## config.mk

```make
export PLATFORM = sky130hd
export DESIGN_NAME = cache_mem_arbiter
export DESIGN_NICKNAME = d
export VERILOG_FILES = /design/src/rtl/cache_pkg.sv /design/src/rtl/rr_arb2.sv /design/src/rtl/cache_mem_arbiter.sv
export SDC_FILE = /design/constraint.sdc
export NUM_CORES = 1
export LEC_CHECK = 0
export CAP_MARGIN = 40
export CORE_AREA = 2 2 272 274
export DETAILED_ROUTE_END_ITERATION = 10
export DIE_AREA = 0 0 274 276
export GPL_TIMING_DRIVEN = 0
export PLACE_DENSITY = 0.57
export SYNTH_ARGS = -nofsm -noshare
export SYNTH_HDL_FRONTEND = slang
export SYNTH_SLANG_ARGS = --single-unit
export TNS_END_PERCENT = 5
```

## constraint.sdc

```tcl
create_clock -name clk -period 5.8 [get_ports clk]
set_input_delay 1.16 -clock clk [delete_from_list [all_inputs] [get_ports clk]]
set_output_delay 1.16 -clock clk [all_outputs]
set_load 0.01 [all_outputs]
```

## src/rtl/cache_pkg.sv

```systemverilog
// Shared types and constants for the cache/memory arbiter: line geometry,
// owner encoding, arbiter FSM states and the line-alignment helper.
package cache_pkg;

    localparam int LINE_WORDS = 8;
    localparam int ADDR_W     = 32;
    localparam int DATA_W     = 32;
    localparam int BEAT_W     = $clog2(LINE_WORDS);
    localparam int LINE_BYTES = LINE_WORDS * DATA_W / 8;

    localparam logic [ADDR_W-1:0] OFF_MASK = ADDR_W'(LINE_BYTES - 1);

    typedef logic [LINE_WORDS-1:0][DATA_W-1:0] line_t;

    typedef enum logic {
        OWN_I = 1'b0,
        OWN_D = 1'b1
    } owner_e;

    typedef enum logic [2:0] {
        ST_IDLE  = 3'd0,
        ST_ADDR  = 3'd1,
        ST_WBEAT = 3'd2,
        ST_WRESP = 3'd3,
        ST_RBEAT = 3'd4,
        ST_DONE  = 3'd5
    } arb_state_e;

    // Clears the byte-within-line offset so bursts always start on a line boundary.
    function automatic logic [ADDR_W-1:0] line_align(input logic [ADDR_W-1:0] addr);
        return addr & ~OFF_MASK;
    endfunction

endpackage

```

## src/rtl/rr_arb2.sv

```systemverilog
// Two-requester round-robin picker: combinational pick, registered memory
// of the last owner served, updated when a transaction completes.
module rr_arb2
    import cache_pkg::*;
(
    input  logic clk,
    input  logic rst_n,
    input  logic i_req_i,
    input  logic i_req_d,
    input  logic i_upd,
    input  logic i_upd_owner,
    output logic o_valid,
    output logic o_pick_d,
    output logic o_rr_last
);

    owner_e r_rr_last;

    // Reset value makes the dcache win the first tie.
    always_ff @(posedge clk or negedge rst_n) begin
        if (!rst_n) begin
            r_rr_last <= OWN_I;
        end else if (i_upd) begin
            r_rr_last <= owner_e'(i_upd_owner);
        end
    end

    always_comb begin
        o_valid  = i_req_i | i_req_d;
        o_pick_d = 1'b0;
        if (i_req_i && i_req_d) begin
            o_pick_d = (r_rr_last == OWN_I);
        end else begin
            o_pick_d = i_req_d;
        end
    end

    assign o_rr_last = r_rr_last;

endmodule

```

## src/rtl/cache_mem_arbiter.sv

```systemverilog
// Shares one beat-serial memory bus between icache refills and dcache
// refills/writebacks, moving whole lines and returning a one-cycle gnt.
module cache_mem_arbiter
    import cache_pkg::*;
(
    input  logic                         clk,
    input  logic                         rst_n,
    input  logic                         i_rd_req,
    input  logic [ADDR_W-1:0]            i_addr,
    output logic                         i_gnt,
    input  logic                         d_rd_req,
    input  logic                         d_wr_req,
    input  logic [ADDR_W-1:0]            d_addr,
    input  logic [LINE_WORDS*DATA_W-1:0] d_wr_data,
    output logic                         d_gnt,
    output logic [LINE_WORDS*DATA_W-1:0] line_rdata,
    output logic                         m_avalid,
    input  logic                         m_aready,
    output logic                         m_we,
    output logic [ADDR_W-1:0]            m_addr,
    output logic                         m_wvalid,
    output logic [DATA_W-1:0]            m_wdata,
    input  logic                         m_wready,
    input  logic                         m_bvalid,
    input  logic                         m_rvalid,
    input  logic [DATA_W-1:0]            m_rdata,
    output logic [2:0]                   o_dbg_state,
    output logic [BEAT_W-1:0]            o_dbg_beat_cnt,
    output logic                         o_dbg_rr_last
);

    // Bus handshakes: an address or write beat transfers on a clock edge where
    // valid and ready are both high; read beats and the write response are
    // single-cycle strobes that are always accepted in their own state.

    arb_state_e          r_state;
    arb_state_e          w_next;
    owner_e              r_owner;
    logic                r_we;
    logic [ADDR_W-1:0]   r_addr;
    line_t               r_buf;
    logic [BEAT_W-1:0]   r_beat_cnt;
    logic                r_dropped;

    logic                w_d_req;
    logic                w_arb_valid;
    logic                w_pick_d;
    logic                w_accept;
    logic                w_last_beat;
    logic                w_owner_req;
    logic                w_in_burst;
    logic                w_rr_upd;
    logic                w_rr_last;

    assign w_d_req     = d_rd_req | d_wr_req;
    assign w_accept    = (r_state == ST_IDLE) && w_arb_valid;
    assign w_last_beat = (r_beat_cnt == BEAT_W'(LINE_WORDS - 1));
    assign w_owner_req = (r_owner == OWN_D) ? w_d_req : i_rd_req;
    assign w_in_burst  = r_state inside {ST_ADDR, ST_WBEAT, ST_WRESP, ST_RBEAT};

    rr_arb2 u_rr_arb2 (
        .clk         (clk),
        .rst_n       (rst_n),
        .i_req_i     (i_rd_req),
        .i_req_d     (w_d_req),
        .i_upd       (w_rr_upd),
        .i_upd_owner (r_owner),
        .o_valid     (w_arb_valid),
        .o_pick_d    (w_pick_d),
        .o_rr_last   (w_rr_last)
    );

    always_ff @(posedge clk or negedge rst_n) begin
        if (!rst_n) begin
            r_state <= ST_IDLE;
        end else begin
            r_state <= w_next;
        end
    end

    always_comb begin
        w_next   = r_state;
        m_avalid = 1'b0;
        m_wvalid = 1'b0;
        i_gnt    = 1'b0;
        d_gnt    = 1'b0;
        w_rr_upd = 1'b0;
        case (r_state)
            ST_IDLE: begin
                if (w_arb_valid) begin
                    w_next = ST_ADDR;
                end
            end
            ST_ADDR: begin
                m_avalid = 1'b1;
                if (m_aready) begin
                    w_next = r_we ? ST_WBEAT : ST_RBEAT;
                end
            end
            ST_WBEAT: begin
                m_wvalid = 1'b1;
                if (m_wready && w_last_beat) begin
                    w_next = ST_WRESP;
                end
            end
            ST_WRESP: begin
                if (m_bvalid) begin
                    w_next = ST_DONE;
                end
            end
            ST_RBEAT: begin
                if (m_rvalid && w_last_beat) begin
                    w_next = ST_DONE;
                end
            end
            ST_DONE: begin
                // A requester that let go mid-burst gets no completion.
                w_next   = ST_IDLE;
                w_rr_upd = 1'b1;
                i_gnt    = (r_owner == OWN_I) && !r_dropped;
                d_gnt    = (r_owner == OWN_D) && !r_dropped;
            end
            default: begin
                w_next = ST_IDLE;
            end
        endcase
    end

    always_ff @(posedge clk or negedge rst_n) begin
        if (!rst_n) begin
            r_owner    <= OWN_I;
            r_we       <= 1'b0;
            r_addr     <= '0;
            r_buf      <= '0;
            r_beat_cnt <= '0;
            r_dropped  <= 1'b0;
        end else begin
            if (w_accept) begin
                r_dropped <= 1'b0;
            end else if (w_in_burst && !w_owner_req) begin
                r_dropped <= 1'b1;
            end
            case (r_state)
                ST_IDLE: begin
                    if (w_arb_valid) begin
                        r_owner <= w_pick_d ? OWN_D : OWN_I;
                        r_we    <= w_pick_d & d_wr_req;
                        r_addr  <= line_align(w_pick_d ? d_addr : i_addr);
                        if (w_pick_d && d_wr_req) begin
                            r_buf <= d_wr_data;
                        end
                    end
                end
                ST_ADDR: begin
                    r_beat_cnt <= '0;
                end
                ST_WBEAT: begin
                    if (m_wready) begin
                        r_beat_cnt <= r_beat_cnt + 1'b1;
                    end
                end
                ST_RBEAT: begin
                    if (m_rvalid) begin
                        r_buf[r_beat_cnt] <= m_rdata;
                        r_beat_cnt        <= r_beat_cnt + 1'b1;
                    end
                end
                default: begin
                end
            endcase
        end
    end

    assign m_we           = m_avalid & r_we;
    assign m_addr         = r_addr;
    assign m_wdata        = m_wvalid ? r_buf[r_beat_cnt] : '0;
    assign line_rdata     = r_buf;
    assign o_dbg_state    = r_state;
    assign o_dbg_beat_cnt = r_beat_cnt;
    assign o_dbg_rr_last  = w_rr_last;

endmodule

```

# == Word-level counts from Yosys, hierarchy flattened ==
# Index checks and enable logic that the tools add are counted.
# op_classes
mux,31
bitwise_logic,6
reduce_logical,20
magnitude_cmp,2
n_eq_ne,14
addsub,1
# op_table
op,count
256-bit 2-to-1 mux,3
256-bit case mux with 2 select lines,1
256-bit bitwise mux,1
32-bit 2-to-1 mux,4
32-bit binary-select mux with 3-bit select,1
32-bit demux with 3-bit select,1
3-bit 2-to-1 mux,8
3-bit case mux with 5 select lines,1
1-bit 2-to-1 mux,10
"2-bit != test, second input constant",5
"3-bit == test, second input constant",3
1-bit logical AND,9
3-bit case mux with 3 select lines,1
"3-bit by 2-bit == test with 1-bit output, second input constant",2
"2-bit by 1-bit != test with 1-bit output, second input constant",3
5-bit AND reduction,1
"3-bit by 4-bit less-than comparator with 1-bit output, second input constant",1
4-bit AND reduction,1
2-bit nonzero test,2
4-bit nonzero test,1
"3-bit by 1-bit adder with 3-bit output, second input constant",1
"3-bit by 1-bit == test with 1-bit output, second input constant",1
"3-bit by 1-bit greater-or-equal comparator with 1-bit output, second input constant",1
3-bit logical NOT,1
other kinds (7),11
# word_totals
register_bits,293
in_bits,361

# == Longest topological paths before layout ==
# Gate-level depths: netlist (run 1).
# logic_depth
depth_word,7
mapped_depth,8
depth_no_buf,6

# == Cells and area by module ==
# A second synthesis (run 1) with hierarchy kept.
# unflattened
cells_unflattened,1577
hier_area_um2,14749.1
# modules_own_cells
mod,seq_area_each_um2,cells_each,n_inst,area_each_um2
cache_mem_arbiter,7307.0,1573,1,14695.3
rr_arb2,25.0,4,1,53.8

# == Least setup slack after synthesis (run 1) ==
# Ideal clock, no wire load.
# synth_timing
path_type,flip-flop to output port
from,register r_beat_cnt[0] (netlist: o_dbg_beat_cnt[0])
to,output port m_wdata[7]
n_path_buf,3
t_arrival_ns,1.706
slack_ns,2.934
stages_incl_launch_ff,8
cell_sequence,dfrtp_1 -> buf_2 -> buf_2 -> buf_4 -> nor2_1 -> a221o_1 -> o21ai_0 -> a21oi_1
# synth_via
elab_chain_len,3
# synth_lines
element,line_no,rtl
from (decl),cache_mem_arbiter.sv:42,logic [BEAT_W-1:0] r_beat_cnt;
from (signal assigned),cache_mem_arbiter.sv:159,r_beat_cnt <= r_beat_cnt + 1'b1;
from (signal assigned),cache_mem_arbiter.sv:165,r_beat_cnt <= r_beat_cnt + 1'b1;
32-bit binary-select mux with 3-bit select,cache_mem_arbiter.sv:176,assign m_wdata = m_wvalid ? r_buf[r_beat_cnt] : '0;
32-bit 2-to-1 mux (not written as such),cache_mem_arbiter.sv:176,
32-bit 2-to-1 mux,cache_mem_arbiter.sv:176,
to (decl),cache_mem_arbiter.sv:22,"output logic [DATA_W-1:0] m_wdata,"
# No other way between the ends. The select of a mux whose other input is x is not followed.

# == Worst setup path in the final report (run 1) ==
# layout_timing
from,register r_beat_cnt[1] (netlist: o_dbg_beat_cnt[1])
to,output port m_wdata[6]
# The elaborated chain is that of the path after synthesis.

==> flow_summary.yaml, run 1 <==
sta:
  hold_viol: 0
  maxSlewHeadroom: 0.326
  tightest_slew_ns: 1.01
  skew_ns: 0.0278
  slew_violations: 0
  grt_setup_unrepaired: "no"
  max_freq_ghz: 0.186
  finalCritPeriodShare: 0.928
  finalCriticalPeriod_ns: 5.38
  final-setup-viol-count: 0
pwr:
  vdd_drop_max_mv: 0.221
  leakage_uw: 0.00998
  fin_total_pwr_uw: 16400
  power_density_mw_per_mm2: 609
global_route:
  met3_usage: 0.108
  grt_pass1_wl_um: 175000
  antenna_found_initial: 14
  grt_use_met1: 0.404
  grt.total_usage: 0.332
  grt_start_max_net_pins: 109
  first_global_vias: 21000
  top_usage_layer: "met2"
  grt-ovfl-total: 0
  use_met2: 0.524
routing:
  wl_um: 130000
  antenna_left: 0
  dr.pass1.iters: 8
  drc_errors: 0
  wl_per_cell_um: 37.5
  drt-initial-drc-count: 2566
  vias_per_cell: 5.98
  num_vias: 20700
logic_synthesis:
  muxShareOfSynthArea: 0.0754
  yosys_warnings: 0
  syn_avg_cell_area_sq_um: 9.97
  synth_ff_type: "dfrtp_1"
  synthCells: 1714
  synth_compound_area_frac: 0.369
  synth-simple-area-share: 0.0594
  synth-seq-cells: 293
  ys_seq_area_frac: 0.429
  synth_cell_types: 56
  synth_area_leader_cell: "dfrtp_1"
  synth_xor_area_frac: 0
  synth_top_family_by_area: "compound AO/OA/AOI/OAI gates"
  ys_async_sr_fraction: 1.00
  synth_top_area_frac: 0.429
  synthAdderAreaFrac: 0.00146
  synth.area.top_cells: "dfrtp_1 (43%), a2bb2oi_1 (11%), o211ai_1 (9.8%), o21ai_0 (6.5%), mux4_2 (3.7%)"
  syn_area_sq_mm: 0.0171
  synth_edf_count: 0
status:
  status: "completed"
critical_path:
  critical_path.startpoint: "o_dbg_beat_cnt[1]"
  critPathKind: "reg2out"
  r2r_start: "o_dbg_beat_cnt[2]"
  crit_path_start_kind: "flip-flop"
  reg2regPathDepth: 7
  worstPathMaxFanout: 10
  r2r-end: "line_rdata[101]"
  cp.required_ns: 4.64
  reg2reg_slack_ns: 2.77
  crit_arrival_ns: 4.22
  endpoint_kind: "output pin"
placement:
  port_buffers: 677
  hpwl_um: 98900
  gp_congestion: 0.934
clock_tree:
  clk_latency_ns: 0.60
  hold_buffers: 0
  cts_made_buffers: 40
  htreeDepth: 2
  postCtsSetupBuffers: 0
  cts_tree: "yes"
  clk_pin_slew_worst_paths_ns: 0.06
  cts-root-buf: "clkbuf_16"
  clk_path_buf_depth: 3
  clock-sinks: 293
  cts_resized: 0
finish:
  drive_above_1_share: 0.109
  area_growth_pct: 57.4
  multi_input_area_sq_mm: 0.00865
  layout_commonest_cell: "clkdlybuf4s50_1"
  fin_util: 0.370
  regArea_sq_mm: 0.00733
  final_net_count: 2828
  layout_common_cells: "clkdlybuf4s50_1 (676), dfrtp_1 (293), o211ai_1 (224), a2bb2oi_1 (224), o21ai_0 (223)"
  fillers: 7326
hold_path:
  min_to: "line_rdata[72]"
  hold_depth: 1
  min_path_type: "reg2reg"
  min_from: "line_rdata[72]"
floorplan:
  die_area_sq_mm: 0.0756
  start_util: 0.235
  die_w_um: 274
  die_h_um: 276
  rows: 99
  num_io_pins: 693
  coreArea_sq_mm: 0.0726
flow_run:
  cap_violations: 0
==> cell usage after synthesis (5+ instances only) <==
cell       count
nor2b_1        5
a221oi_1      25
inv_1          6
a221o_1        7
o21ai_0      223
nand2b_1      37
buf_4         19
buf_6          5
mux2_2        14
mux2i_1       50
a22oi_1        5
a21oi_1       58
and2_1         7
o21ai_1       16
a2bb2oi_1    224
nand2_1       72
o21a_1         6
o2bb2ai_1     36
clkbuf_1     100
a22o_1         5
nor2_1        65
a32oi_1       32
dfrtp_1      293
buf_2        100
o211ai_1     224
mux4_2        28
==> logic make-up after synthesis <==
group / count (synthesis)
AOI/OAI and AO/OA: 882
adders and majority gates: 2
buffers and inverters: 235
DFF: 293
muxes: 92
other: 1
and+or+nand+nor: 209
==> stage by stage <==
stage	std cells	hold slack [ns]	setup WS (ns)	area [sq um]	TNS (ns)
global placement	3354	0.503	-10.41	25100	-3031.51
detailed placement	3380	0.509	1.10	25400	0
global route	3459	0.546	0.373	26900	0
CTS	3454	0.526	0.468	26800	0
finish	3461	0.529	0.417	26900	0
floorplan	1718	0.502	2.93	17100	0
==> worst max-delay path by stage <==
stage,to,slack [ns],cells after the start
global placement,line_rdata[248],-10.41,1
floorplan,m_wdata[7],2.93,7
global route,m_wdata[2],0.37,8
CTS,m_wdata[6],0.47,8
detailed placement,m_wdata[6],1.10,8
finish,m_wdata[6],0.42,8
==> cell type report <==
class,count,share of cell area
clock inverter,14,0.00679
clock buffer,60,0.0456
multi-input combinational,1190,0.322
antenna,5,0.000465
timing repair buffer,705,0.267
inverter,8,0.00112
sequential,293,0.273
buffer,227,0.0404
tap,959,0.0446
==> routing by layer <==
layer  vias up  share of wire
met5         -        0.00082
met1     10400           0.37
met4        16          0.057
met2      1661           0.45
met3       387           0.11
li1       8227              -
==> sequential cells by signal, summed over array words and instances (netlist names) <==
| register | count |
|---|---|
| r_dropped | 1 |
| r_we | 1 |
| u_rr_arb2.o_rr_last | 1 |
| o_dbg_beat_cnt | 3 |
| m_addr | 27 |
| line_rdata | 256 |
| r_owner | 1 |
| o_dbg_state | 3 |
==> worst max-delay path, stage by stage (launching register included) <==
cell and delay (ns):
dfrtp_1 0.47, buf_4 0.23, buf_6 0.27, buf_4 0.33
buf_2 0.60, buf_2 0.62, a311oi_1 0.17, nor2_1 0.30
clkdlybuf4s50_1 0.60
==> where the power goes <==
| part | switching [uW] | internal (uW) |
|---|---|---|
| logic | 5230 | 4150 |
| registers | 1190 | 3090 |
| clock network | 1080 | 1640 |
| total | 7510 | 8870 |
Power figures use the tool's default switching activity.
==> run 2, diff against run 1 <==
MAX_ROUTING_LAYER = met4   (was not set)
clock period = 6.2 ns   (was 5.8 ns; I/O delays follow)
==> run 2 against run 1 <==
Wire length grew 0.34%. Setup slack gained 0.32 ns. Die area is the same. Via count grew 0.99%. Critical path depth is the same. Count of clock-buffer cells in the layout shrank 2. Sequential cell count is the same. Critical endpoint unchanged. Critical path type unchanged. Combinational power shrank 6.4%. First-iteration DRC count shrank 11%.
==> flow_summary.yaml, run 2 (same netlist as run 1, synthesis figures left out) <==
clock_tree:
  cts_made_buffers: 40
  cts_tree: "yes"
  clk_latency_ns: 0.59
  clk_pin_slew_worst_paths_ns: 0.06
  cts_resized: 0
  clock-sinks: 293
  postCtsSetupBuffers: 0
  clk_path_buf_depth: 3
  hold_buffers: 0
  htreeDepth: 2
  cts-root-buf: "clkbuf_16"
sta:
  tightest_slew_ns: 0.968
  grt_setup_unrepaired: "no"
  final.setup.tns_ns: 0
  final-setup-viol-count: 0
  skew_ns: 0.0300
  timing.final.ws_setup_ns: 0.741
  maxSlewHeadroom: 0.355
  hold_viol: 0
  hold_slack_ns: 0.531
  finalCritPeriodShare: 0.880
  slew_violations: 0
  finalCriticalPeriod_ns: 5.46
  max_freq_ghz: 0.183
critical_path:
  path_buf_inv: 6
  cp_slowest_cell: "buf_2"
  reg2reg_slack_ns: 3.26
  endpoint_kind: "output pin"
  cp_top_family: "buffers and inverters"
  crit_chain: "buf_4, buf_6, buf_4, buf_2, buf_2, a311oi_1, nor2_1, clkdlybuf4s50_1"
  crit_arrival_ns: 4.22
  cp.required_ns: 4.96
  critPathKind: "reg2out"
  r2r_start: "o_dbg_beat_cnt[2]"
  cpPeakStageDelay_ns: 0.61
  crit_path_start_kind: "flip-flop"
  r2r-end: "line_rdata[106]"
  worstPathMaxFanout: 10
  reg2regPathDepth: 7
routing:
  drc_errors: 0
  m1WireLength_um: 48100
  vias_per_cell: 6.03
  dr_wl_met3_um: 15600
  wl_um: 130000
  dr.pass1.iters: 8
  wl_per_cell_um: 37.6
  antenna_left: 0
  drt-initial-drc-count: 2287
  top_layer_used: "met4"
  num_vias: 20900
  route.met2.wl_um: 58600
finish:
  largest_register_ffs: 256
  fillers: 7375
  fin_area_sq_mm: 0.0268
  final_net_count: 2828
  layout_common_cells: "clkdlybuf4s50_1 (676), dfrtp_1 (293), o211ai_1 (224), a2bb2oi_1 (224), o21ai_0 (223)"
  layout_commonest_cell: "clkdlybuf4s50_1"
  drive_above_1_share: 0.106
  fin_util: 0.369
  area_growth_pct: 56.7
placement:
  port_buffers: 677
  hpwl_um: 98700
  gp_congestion: 0.950
  dp_slack_ns: 1.41
  dpl_cell_area_sq_mm: 0.0255
floorplan:
  start_util: 0.235
  coreArea_sq_mm: 0.0726
  die_area_sq_mm: 0.0756
  num_io_pins: 693
  die_w_um: 274
  rows: 99
  die_h_um: 276
pwr:
  p_comb_frac: 0.581
  power_density_mw_per_mm2: 564
  pwr-share-seq: 0.265
  vdd_drop_max_mv: 0.207
  swShare: 0.464
  p_sw_uw: 7000
  internal_power_uw: 8100
  pwr-share-clk: 0.154
  leakage_uw: 0.00991
global_route:
  first_global_vias: 21000
  grt-ovfl-total: 0
  antenna_found_initial: 17
  grt_pass1_wl_um: 175000
  grt_start_max_net_pins: 110
  grt.total_usage: 0.341
hold_path:
  min_from: "line_rdata[86]"
  min_path_type: "reg2reg"
  hold_depth: 1
  min_to: "line_rdata[86]"
flow_run:
  cap_violations: 0
status:
  status: "completed"
==> run 2: cell types whose count changed in the layout (fill, tap and decap cells not counted) <==
cell / delta
clkbuf_8: -2
buf_8: -2
clkinvlp_4: -1
buf_6: +1
bufinv_16: -4
clkinv_2: +2
diode_2: +12
inv_6: -2
buf_16: +1
==> run 2: area by class of cell <==
cell class / instances / area [sq um] / share of cell area
tap: 959 / 1200 / 0.0448
clock buffer: 58 / 1200 / 0.0448
multi-input combinational: 1190 / 8650 / 0.323
sequential: 293 / 7330 / 0.274
antenna: 17 / 42.5 / 0.00159
timing repair buffer: 705 / 7180 / 0.268
buffer: 227 / 1090 / 0.0406
inverter: 8 / 30.0 / 0.00112
clock inverter: 9 / 47.5 / 0.00178
==> run 2: stage by stage <==
step,instances,power (uW)
after floorplan,1718,7460
after global placement,3354,12300
after detailed placement,3382,12600
after CTS,3449,14900
final,3466,15100
after global routing,3465,15500
==> run 2: layer usage <==
metal / track usage / up-vias
li1: - / 8247
met1: 0.400 / 10500
met2: 0.520 / 1730
met3: 0.115 / 414
met4: 0.169 / 0
met5: - / -
==> run 2: worst max path at each step <==
stage                      start        endpoint  slack [ns]  cells after the start
5_1_grt        o_dbg_beat_cnt[1]     m_wdata[30]        0.76                      8
2_1_floorplan  o_dbg_beat_cnt[0]      m_wdata[7]        3.25                      7
6_report       o_dbg_beat_cnt[1]      m_wdata[6]        0.74                      8
3_5_place_dp   o_dbg_beat_cnt[1]     m_wdata[30]        1.41                      8
3_3_place_gp               rst_n  line_rdata[87]      -10.26                      1
4_1_cts        o_dbg_beat_cnt[1]     m_wdata[30]        0.79                      8
==> run 2: worst reg2reg max path: stages (launching register included) <==
cell and delay [ns]:
dfrtp_1 0.50, buf_4 0.25, nand2b_1 0.13, clkbuf_1 0.71, clkbuf_1 0.68, o211ai_1 0.30
o21ai_0 0.13, a2bb2oi_1 0.10
==> run 2: power by group through the flow <==
stage	combinational, uW	sequential (uW)	clock (uW)
3_5_place_dp	8600	3950	0
2_1_floorplan	3510	3960	0
4_1_cts	8640	3940	2350
5_1_grt	9070	4060	2420
3_3_place_gp	8390	3950	0
6_report	8770	4010	2330
